===== config.mk =====
export PLATFORM = sky130hd
export DESIGN_NAME = cam_capture_flat
export DESIGN_NICKNAME = d
export VERILOG_FILES = /design/src/rtl/cam_pkg.sv /design/src/rtl/cam_capture_if.sv /design/src/rtl/rgb565_to_gray.sv /design/src/rtl/cam_capture.sv /design/src/flat_wrapper.sv
export SDC_FILE = /design/constraint.sdc
export NUM_CORES = 1
export LEC_CHECK = 0
export CAP_MARGIN = 20
export CORE_MARGIN = 4
export CORE_UTILIZATION = 61
export DETAILED_ROUTE_END_ITERATION = 10
export PLACE_DENSITY = 0.93
export RECOVER_POWER = 50
export SKIP_CTS_REPAIR_TIMING = 1
export SYNTH_ARGS = -nofsm -noshare
export SYNTH_HDL_FRONTEND = slang
export SYNTH_SLANG_ARGS = --single-unit

===== constraint.sdc =====
create_clock -name clk_i -period 8.95 [get_ports clk_i]
set_clock_uncertainty 0.05 [all_clocks]
set_input_delay 2.685 -clock clk_i [delete_from_list [all_inputs] [get_ports clk_i]]
set_output_delay 2.685 -clock clk_i [all_outputs]
set_load 0.02 [all_outputs]

===== src/rtl/cam_pkg.sv =====
// Shared types, defaults and gray-conversion constants for the camera capture block.
package cam_pkg;

  typedef enum logic [1:0] {
    IDLE      = 2'd0,
    WAIT_SYNC = 2'd1,
    CAPTURE   = 2'd2
  } cam_state_t;

  localparam int H_ACTIVE_DEFAULT = 640;
  localparam int V_ACTIVE_DEFAULT = 480;

  localparam int GRAY_COEF_R = 77;
  localparam int GRAY_COEF_G = 150;
  localparam int GRAY_COEF_B = 29;

  // Widen 5/6-bit colour fields to 8 bits by replicating their MSBs into the low bits.
  function automatic logic [7:0] expand5(input logic [4:0] v);
    return {v, v[4:2]};
  endfunction

  function automatic logic [7:0] expand6(input logic [5:0] v);
    return {v, v[5:4]};
  endfunction

endpackage


===== src/rtl/cam_capture_if.sv =====
// Camera byte bus and SDRAM write-FIFO handshake grouped for the capture block.
interface cam_capture_if;

  logic        cam_vsync_i;
  logic        cam_href_i;
  logic [7:0]  cam_data_i;
  logic        sdram_fifo_full;
  logic        wr_en;
  logic [15:0] data_o;

  modport master (
    output cam_vsync_i,
    output cam_href_i,
    output cam_data_i,
    output sdram_fifo_full,
    input  wr_en,
    input  data_o
  );

  modport slave (
    input  cam_vsync_i,
    input  cam_href_i,
    input  cam_data_i,
    input  sdram_fifo_full,
    output wr_en,
    output data_o
  );

endinterface


===== src/rtl/rgb565_to_gray.sv =====
// Combinational RGB565 to 8-bit luma: weighted 16-bit sum of expanded channels, truncated.
module rgb565_to_gray
  import cam_pkg::*;
(
  input  logic [15:0] i_rgb,
  output logic [7:0]  o_gray
);

  logic [7:0]  w_r8;
  logic [7:0]  w_g8;
  logic [7:0]  w_b8;
  logic [15:0] w_sum;

  assign w_r8 = expand5(i_rgb[15:11]);
  assign w_g8 = expand6(i_rgb[10:5]);
  assign w_b8 = expand5(i_rgb[4:0]);

  // Coefficients sum to 256, so the full-scale result fits the 16-bit accumulator.
  assign w_sum = 16'(GRAY_COEF_R) * {8'h00, w_r8}
               + 16'(GRAY_COEF_G) * {8'h00, w_g8}
               + 16'(GRAY_COEF_B) * {8'h00, w_b8};

  assign o_gray = w_sum[15:8];

endmodule


===== src/rtl/cam_capture.sv =====
// Camera frame capture: assembles byte pairs into RGB565 (or gray) words and
// streams them into an SDRAM write FIFO, framed by VSYNC/HREF.
module cam_capture
  import cam_pkg::*;
#(
  parameter int H_ACTIVE = H_ACTIVE_DEFAULT,
  parameter int V_ACTIVE = V_ACTIVE_DEFAULT
) (
  input  logic          clk_i,
  input  logic          rst_i,
  input  logic          start_i,
  input  logic          continuous_i,
  input  logic          sobel_i,
  cam_capture_if.slave  bus,
  output logic          frame_done_o,
  output logic          overflow_o,
  output logic          frame_err_o
);

  localparam int CW = $clog2(H_ACTIVE + 1);
  localparam int LW = $clog2(V_ACTIVE + 1);
  localparam logic [CW-1:0] COL_MAX  = CW'(H_ACTIVE);
  localparam logic [LW-1:0] LINE_MAX = LW'(V_ACTIVE);

  cam_state_t  r_state;
  cam_state_t  w_nextState;
  logic        w_enterCapture;

  logic        r_vsync;
  logic        r_vsyncPrev;
  logic        r_href;
  logic        r_hrefPrev;
  logic [7:0]  r_data;

  logic        r_phase;
  logic [7:0]  r_hiByte;
  logic [CW-1:0] r_colCount;
  logic [LW-1:0] r_lineCount;
  logic        r_sobel;

  logic        r_wrEn;
  logic [15:0] r_dataOut;
  logic        r_frameDone;
  logic        r_overflow;
  logic        r_frameErr;

  logic        w_vsyncRise;
  logic        w_vsyncFall;
  logic        w_hrefRise;
  logic        w_hrefFall;
  logic        w_capturing;
  logic        w_phaseEff;
  logic        w_inRange;
  logic        w_lineEnd;
  logic        w_vsyncEnd;
  logic        w_frameEnd;
  logic        w_frameErr;
  logic [15:0] w_pixel;
  logic [7:0]  w_gray;

  assign w_vsyncRise = r_vsync & ~r_vsyncPrev;
  assign w_vsyncFall = ~r_vsync & r_vsyncPrev;
  assign w_hrefRise  = r_href & ~r_hrefPrev;
  assign w_hrefFall  = ~r_href & r_hrefPrev;
  assign w_capturing = (r_state == CAPTURE);

  // The first byte of a line is always a high byte, even if the previous line ended odd.
  assign w_phaseEff = w_hrefRise ? 1'b0 : r_phase;
  assign w_inRange  = (r_colCount < COL_MAX);

  assign w_lineEnd  = w_capturing & w_hrefFall & (r_lineCount == LINE_MAX - LW'(1));
  assign w_vsyncEnd = w_capturing & w_vsyncRise;
  assign w_frameEnd = w_lineEnd | w_vsyncEnd;
  assign w_frameErr = w_vsyncEnd & ~w_lineEnd;

  assign w_pixel = {r_hiByte, r_data};

  rgb565_to_gray u_gray (
    .i_rgb  (w_pixel),
    .o_gray (w_gray)
  );

  always_ff @(posedge clk_i) begin
    if (rst_i) begin
      r_state <= IDLE;
    end else begin
      r_state <= w_nextState;
    end
  end

  always_comb begin
    w_nextState    = r_state;
    w_enterCapture = 1'b0;
    case (r_state)
      IDLE: begin
        if (start_i) begin
          w_nextState = WAIT_SYNC;
        end
      end
      WAIT_SYNC: begin
        if (w_vsyncFall) begin
          w_nextState    = CAPTURE;
          w_enterCapture = 1'b1;
        end
      end
      CAPTURE: begin
        if (w_frameEnd) begin
          w_nextState = continuous_i ? WAIT_SYNC : IDLE;
        end
      end
      default: begin
        w_nextState = IDLE;
      end
    endcase
  end

  // Stage-1 camera sampling, pixel assembly, FIFO write and sticky status.
  always_ff @(posedge clk_i) begin
    if (rst_i) begin
      r_vsync     <= 1'b0;
      r_vsyncPrev <= 1'b0;
      r_href      <= 1'b0;
      r_hrefPrev  <= 1'b0;
      r_data      <= 8'h00;
      r_phase     <= 1'b0;
      r_hiByte    <= 8'h00;
      r_colCount  <= '0;
      r_lineCount <= '0;
      r_sobel     <= 1'b0;
      r_wrEn      <= 1'b0;
      r_dataOut   <= 16'h0000;
      r_frameDone <= 1'b0;
      r_overflow  <= 1'b0;
      r_frameErr  <= 1'b0;
    end else begin
      r_vsync     <= bus.cam_vsync_i;
      r_vsyncPrev <= r_vsync;
      r_href      <= bus.cam_href_i;
      r_hrefPrev  <= r_href;
      r_data      <= bus.cam_data_i;
      r_wrEn      <= 1'b0;
      r_frameDone <= w_frameEnd;

      if (w_enterCapture) begin
        r_colCount  <= '0;
        r_lineCount <= '0;
        r_phase     <= 1'b0;
        r_sobel     <= sobel_i;
      end else if (w_capturing) begin
        if (w_hrefRise) begin
          r_colCount <= '0;
        end
        if (r_href) begin
          r_phase <= ~w_phaseEff;
          if (!w_phaseEff) begin
            r_hiByte <= r_data;
          end else if (w_inRange) begin
            r_colCount <= r_colCount + CW'(1);
            if (bus.sdram_fifo_full) begin
              r_overflow <= 1'b1;
            end else begin
              r_wrEn    <= 1'b1;
              r_dataOut <= r_sobel ? {8'h00, w_gray} : w_pixel;
            end
          end
        end
        if (w_hrefFall && (r_lineCount != LINE_MAX)) begin
          r_lineCount <= r_lineCount + LW'(1);
        end
        if (w_frameErr) begin
          r_frameErr <= 1'b1;
        end
      end
    end
  end

  assign bus.wr_en     = r_wrEn;
  assign bus.data_o    = r_dataOut;
  assign frame_done_o  = r_frameDone;
  assign overflow_o    = r_overflow;
  assign frame_err_o   = r_frameErr;

endmodule


===== src/flat_wrapper.sv =====
// flat-port wrapper written by rule: the top's interface ports become plain ports
module cam_capture_flat import cam_pkg::*;
#(
  parameter int H_ACTIVE = H_ACTIVE_DEFAULT,
  parameter int V_ACTIVE = V_ACTIVE_DEFAULT
)
  (clk_i, rst_i, start_i, continuous_i, sobel_i, frame_done_o, overflow_o, frame_err_o, bus_cam_vsync_i, bus_cam_href_i, bus_cam_data_i, bus_sdram_fifo_full, bus_wr_en, bus_data_o);
  cam_capture_if bus_i ();
  input  logic clk_i;
  input  logic rst_i;
  input  logic start_i;
  input  logic continuous_i;
  input  logic sobel_i;
  output logic frame_done_o;
  output logic overflow_o;
  output logic frame_err_o;
  input wire logic [$bits(bus_i.cam_vsync_i)-1:0] bus_cam_vsync_i;
  input wire logic [$bits(bus_i.cam_href_i)-1:0] bus_cam_href_i;
  input wire logic [$bits(bus_i.cam_data_i)-1:0] bus_cam_data_i;
  input wire logic [$bits(bus_i.sdram_fifo_full)-1:0] bus_sdram_fifo_full;
  output wire logic [$bits(bus_i.wr_en)-1:0] bus_wr_en;
  output wire logic [$bits(bus_i.data_o)-1:0] bus_data_o;
  assign bus_i.cam_vsync_i = bus_cam_vsync_i;
  assign bus_i.cam_href_i = bus_cam_href_i;
  assign bus_i.cam_data_i = bus_cam_data_i;
  assign bus_i.sdram_fifo_full = bus_sdram_fifo_full;
  assign bus_wr_en = bus_i.wr_en;
  assign bus_data_o = bus_i.data_o;
  cam_capture #(.H_ACTIVE(H_ACTIVE), .V_ACTIVE(V_ACTIVE)) u_core (.clk_i(clk_i), .rst_i(rst_i), .start_i(start_i), .continuous_i(continuous_i), .sobel_i(sobel_i), .bus(bus_i), .frame_done_o(frame_done_o), .overflow_o(overflow_o), .frame_err_o(frame_err_o));
endmodule

* After elaboration in Yosys (flattened, before gate mapping)
Cells that the tools add are included.
Operators by class: muxes and demuxes 14, shift-type cells 0, $lt $le $gt $ge 1, multiply operators 3, equality and inequality tests 7, divide/modulo/power cells 0, bitwise logic cells 19, reductions and logical operators 11, add/subtract/negate cells 4
Operator list (count):
- $mux 10 | 4
- $mul 7x8->15 const A | 2
- $add 15x16->16 | 1
- $add 16x13->16 | 1
- $mux 16 | 1
- $mul 5x8->13 const A | 1
- $reduce_and 6->1 | 2
- $add 10x1->10 const B | 1
- $lt 10x10->1 const B | 1
- $not 1->1 | 10
- $add 9x1->9 const B | 1
- $eq 9x9->1 const B | 1
- $ne 9x9->1 const B | 1
- $and 1x1->1 | 8
- $mux 2 | 3
- $pmux 2 s3 | 1
- $reduce_and 3->1 | 2
- $reduce_or 6->1 | 1
- $mux 1 | 5
- $ne 2x2->1 const B | 2
- $reduce_and 2->1 | 2
- $reduce_and 4->1 | 1
- $eq 2x1->1 const B | 1
- $eq 2x2->1 const B | 1
- 5 further kinds | 5
Word-level totals: memory bits (writable) 0, logic and storage cells 75, memory bits (read-only) 0, output and inout bits 20, bits in latches 0, memories 0, register bits after elaboration 63

* Longest topological paths before layout
depth in word-level cells 7, gate-level depth with buffers 25, depth with buffers taken out 25

* Cells and area by module
From an unflattened synthesis, not the netlist that was laid out.
Unflattened totals: cell total of the unflattened synthesis 617, area total of the unflattened synthesis 5860.6 µm²
By module, submodules not included:
- rgb565_to_gray | sequential area each 0.0 µm², area each 3106.7 µm², cells each 318, times used 1
- cam_capture | sequential area each 1261.2 µm², area each 2753.9 µm², cells each 299, times used 1

* Worst setup path before layout
OpenSTA, ideal clock, no wires.
kind flip-flop to flip-flop, start reg u_core.r_hiByte[1], end reg u_core.r_dataOut[6] (netlist: u_core.bus.data_o[6]), path buffers 0, setup time 0.088 ns, setup slack 2.397 ns, period minus slack after synthesis 6.553 ns, required time 8.812 ns, cell stages (with the launch flop) 23, arrival time 6.415 ns, cells stage by stage dfxtp_1 > ha_1 > ha_1 > inv_1 > fa_1 > fa_1 > inv_1 > ha_1 > xnor2_1 > fa_1 > fa_1 > inv_1 > fa_1 > fa_1 > inv_1 > ha_1 > a21o_2 > a2111oi_4 > a2111oi_4 > o31ai_4 > nor3b_2 > o21ai_1 > a311oi_2
Between the ends: word-level cells in the longest chain between the ends 4
Ends and longest elaborated chain:
- start, declared | line cam_capture.sv:36 | logic [7:0] r_hiByte;
- start signal, assigned | line cam_capture.sv:156 | r_hiByte <= r_data;
- $mul 7x8->15 | line rgb565_to_gray.sv:20 | + 16'(GRAY_COEF_G) * {8'h00, w_g8}
- $add 15x16->16 | line rgb565_to_gray.sv:20
- $add 16x13->16 | line rgb565_to_gray.sv:21 | + 16'(GRAY_COEF_B) * {8'h00, w_b8};
- $mux 16 | line cam_capture.sv:163 | r_dataOut <= r_sobel ? {8'h00, w_gray} : w_pixel;
- end signal, assigned | line cam_capture.sv:163
- end, declared | line cam_capture.sv:42 | logic [15:0] r_dataOut;
No other way between the ends. A chain may end at the register's enable or synchronous reset.

* Worst setup path in the final report
start reg u_core.r_hiByte[1], end reg u_core.r_dataOut[7] (netlist: u_core.bus.data_o[7])
Same word-level chain as after synthesis.

==> results.md <==
- Initial core utilization: 0.6355
- Power share of the combinational group: 0.311
- WHS Endpoint: u_core.bus.data_o[14]
- Power Dens Cells: 140.5 nW/um^2
- Setup TNS: 0 ns
- Post-Synthesis Cells: 612
- # H-tree levels: 3
- Most common cell in the netlist: inv_1
- Synthesized Nets: 768
- DRC Markers: 0
- Hold_ws: 0.4067 ns
- Reg-to-reg endpoint: u_core.bus.data_o[7]
- Clk pwr share: 0.360
- Outcome: finished with violations
- Critical-path cell list: ha_1 -> ha_1 -> inv_1 -> fa_1 -> fa_1 -> inv_1 -> ha_1 -> o21a_1 -> o31ai_1 -> a21boi_0 -> ha_1 -> fa_1 -> inv_1 -> fa_1 -> fa_1 -> inv_1 -> ha_1 -> a2111oi_4 -> a2111oi_4 -> a21oi_1 -> xor2_1 -> xnor2_1 -> o22ai_1
- Num Clock Sinks: 63
- Switch Pwr: 0.2814 mW
- Chip Width: 104.0 um
- Gpl congestion: 0.9323
- Largest net degree at the start of global routing: 46
- Design area: 6311 um^2
- Worst Setup Slack, final: 1.915 ns
- Post-synthesis simple-gate area fraction: 0.1420
- Top cells by area, synth: dfxtp_1, fa_1, ha_1
- Vias in the first global route: 4,811
- Yosys top cell by area: dfxtp_1
- Fmax: 142.1 MHz
- Finish-stage setup viols: 0
- Reg2reg setup slack: 1.91 ns
- # rows: 34
- CP max-delay cell: dfxtp_1
- Main combinational cell family by area after synthesis: adder cells
- Setup crit start kind: register
- Root Driver: clkbuf_8
- Num CTS Buffers: 9
- Synth top area share: 0.2243
- GRT Overall Usage: 0.2536
- WHS Path Cells: 2
- 1st-pass router iterations: 5
- Seq cells post-synth: 63
- Critical Path Fanout Max: 10
- Reg2reg path depth: 23
- Filler cells: 594
- Area Overhead vs Synth: 12.24%
- TritonCTS clock tree: built
- Layout net count: 802
- Compound-Gate Fraction of Synth Area: 0.1313
- Die H: 104.0 um
- DR vias/cell: 5.996
- Minimum clock period: 7.035 ns
- Fin. Hold Viols: 0
- Unrepaired setup endpoints after global routing: false
- Vias: 4,551
- Clk buf depth: 2
- Delay-heaviest family, CP: adder cells
- Number of enable flip-flop cells after synthesis: 0
- Pins Over Slew Limit: 46
- Net Sw Frac: 0.3174
- Post-Synth XOR/XNOR Area: 0.03115
- Min-delay src: u_core.bus.data_o[14]
- Maxcap violations: 1
- Die area: 10,820 um^2
- CP Data Required Time: 9.06 ns
- Routed Antenna Nets: 0
- Leading register cell type out of synthesis: dfxtp_1
- Warnings, synthesis: 0
- Async SR Flop Fraction: 0
- Sequential fraction of the synthesis area: 0.2243
- Core area: 8848 um^2
- DP Worst Slack: 1.983 ns
- Netlist cell types: 58
- Worst slew margin: -0.3293
- R2r startpoint: u_core.r_hiByte[1]
- Layout cells sized above 1: 0.05069
- Post-Synth Adder-Cell Area: 0.3836
- Clock transition at path regs: 0.07 ns
- N_diodes: 0
- Drt initial violations: 250
- Slowest stage delay, CP: 0.57 ns
- Finished Core Util: 0.7132
- CP Class: register to register
- Worst-skew pair later-pin latency: 0.36 ns
- Syn Std Cell Area: 5623 um^2
- Hold Path Class: register to register
- Failing checks: capacitance limit, slew limit
- Port Buf Inserts: 35
- WP buf/inv: 4
- CP Capture Type: register
- Int Power: 0.6051 mW
- Initial antenna violation count: 0
- Top post-synthesis cells by count: inv_1, ha_1, dfxtp_1
- Seq pwr share: 0.329
- Num ports: 36
- Post-DP HPWL: 10,030 um
- Multiplexer share of the synthesized area: 0.008901
- Wire per inst: 17.24 um
- Worst slew pin tran: 1.994 ns
- Worst vdd ir: 160.0 uV
- Worst Path Arrival: 7.15 ns
- Dpl cell area: 6060 um^2
- Global-route wire length before repair: 22,250 um
- Synthesized area per cell: 9.188 um^2
- Final wirelength: 13,080 um
- Grt total ovfl: 0
- Period utilization: 0.7861
- LEAKAGE: 3.026 nW
## cell families (layout without fill, tap and decap cells)
| kind of cell | count (synthesis) | after routing |
|---|---|---|
| AOI/OAI and AO/OA | 109 | 109 |
| xor gates and xnor gates | 20 | 20 |
| adders and majority gates | 140 | 140 |
| buffers and inverters | 115 | 154 |
| DFF | 63 | 63 |
| muxes | 5 | 5 |
| and+or+nand+nor | 160 | 160 |
## worst max path at each step
stage | from | to | slack, ns | cells past startpoint
4_1_cts | u_core.r_hiByte[1] | u_core.bus.data_o[6] | 1.96 | 22
5_1_grt | u_core.r_hiByte[1] | u_core.bus.data_o[7] | 1.53 | 23
3_5_place_dp | u_core.r_hiByte[1] | u_core.bus.data_o[6] | 1.98 | 22
6_report | u_core.r_hiByte[1] | u_core.bus.data_o[7] | 1.91 | 23
2_1_floorplan | u_core.r_hiByte[1] | u_core.bus.data_o[6] | 2.40 | 22
3_3_place_gp | u_core.r_hiByte[1] | u_core.bus.data_o[6] | 2.13 | 22
## cell usage in the layout, fill, tap and decap left out, types with 4 or more instances in the layout
master and n:
nor2_1 46, a211oi_1 7, xnor2_1 15, dfxtp_1 63
a31oi_1 8, clkdlybuf4s50_1 34, clkbuf_8 11, or3_1 5
o21ai_0 17, fa_1 54, ha_1 86, nand2_1 33
nor3_1 9, mux2i_1 5, xor2_1 5, a21oi_1 43
nand3_1 23, nand2b_1 7, inv_1 101, and3_1 7
a21o_1 4, nor2b_1 12
## cell type report
| cell class | instances | area, um^2 | share of cell area |
|---|---|---|---|
| repair buffers | 37 | 361.6 | 0.05730 |
| flip-flops and latches | 63 | 1261 | 0.1998 |
| inverters | 101 | 379.1 | 0.06007 |
| clock inverters | 5 | 103.9 | 0.01646 |
| clock buffers | 11 | 151.4 | 0.02399 |
| well taps | 108 | 135.1 | 0.02141 |
| multi-input cells | 434 | 3919 | 0.6209 |
## flip-flops by register name (all words and copies together), names as in the netlist
name                 cells
u_core.bus.data_o       16
u_core.r_colCount       10
u_core.r_lineCount       9
u_core.r_data            8
u_core.r_hiByte          8
u_core.r_state           2
u_core.bus.wr_en         1
u_core.frame_done_o      1
u_core.frame_err_o       1
u_core.overflow_o        1
u_core.r_href            1
u_core.r_hrefPrev        1
u_core.r_phase           1
u_core.r_sobel           1
u_core.r_vsync           1
u_core.r_vsyncPrev       1
## metal layers
layer | vias up | global-route usage | part of all wire
met2 | 198 | 0.4568 | 0.52
met5 | - | 0 | 0
li1 | 2115 | - | -
met3 | 42 | 0.06145 | 0.066
met4 | 0 | 0.09402 | 0.029
met1 | 2196 | 0.2905 | 0.39
## worst min-delay path: stages, from the launching register on
cell and delay [ns]:
dfxtp_1 0.31, nand2_1 0.05, a21oi_1 0.05
## power groups by stage
stage	registers, mW	clock network (mW)	logic, mW
3_3_place_gp	0.298	0	0.252
3_5_place_dp	0.298	0	0.270
2_1_floorplan	0.295	0	0.215
4_1_cts	0.292	0.319	0.275
5_1_grt	0.292	0.331	0.309
6_report	0.292	0.319	0.275
## per-stage QoR
step | power, mW | cells
3_3_place_gp | 0.5497 | 743
6_report | 0.8865 | 759
3_5_place_dp | 0.5679 | 743
2_1_floorplan | 0.5094 | 612
5_1_grt | 0.9326 | 759
4_1_cts | 0.8861 | 759
(Power assumes the default switching activity.)
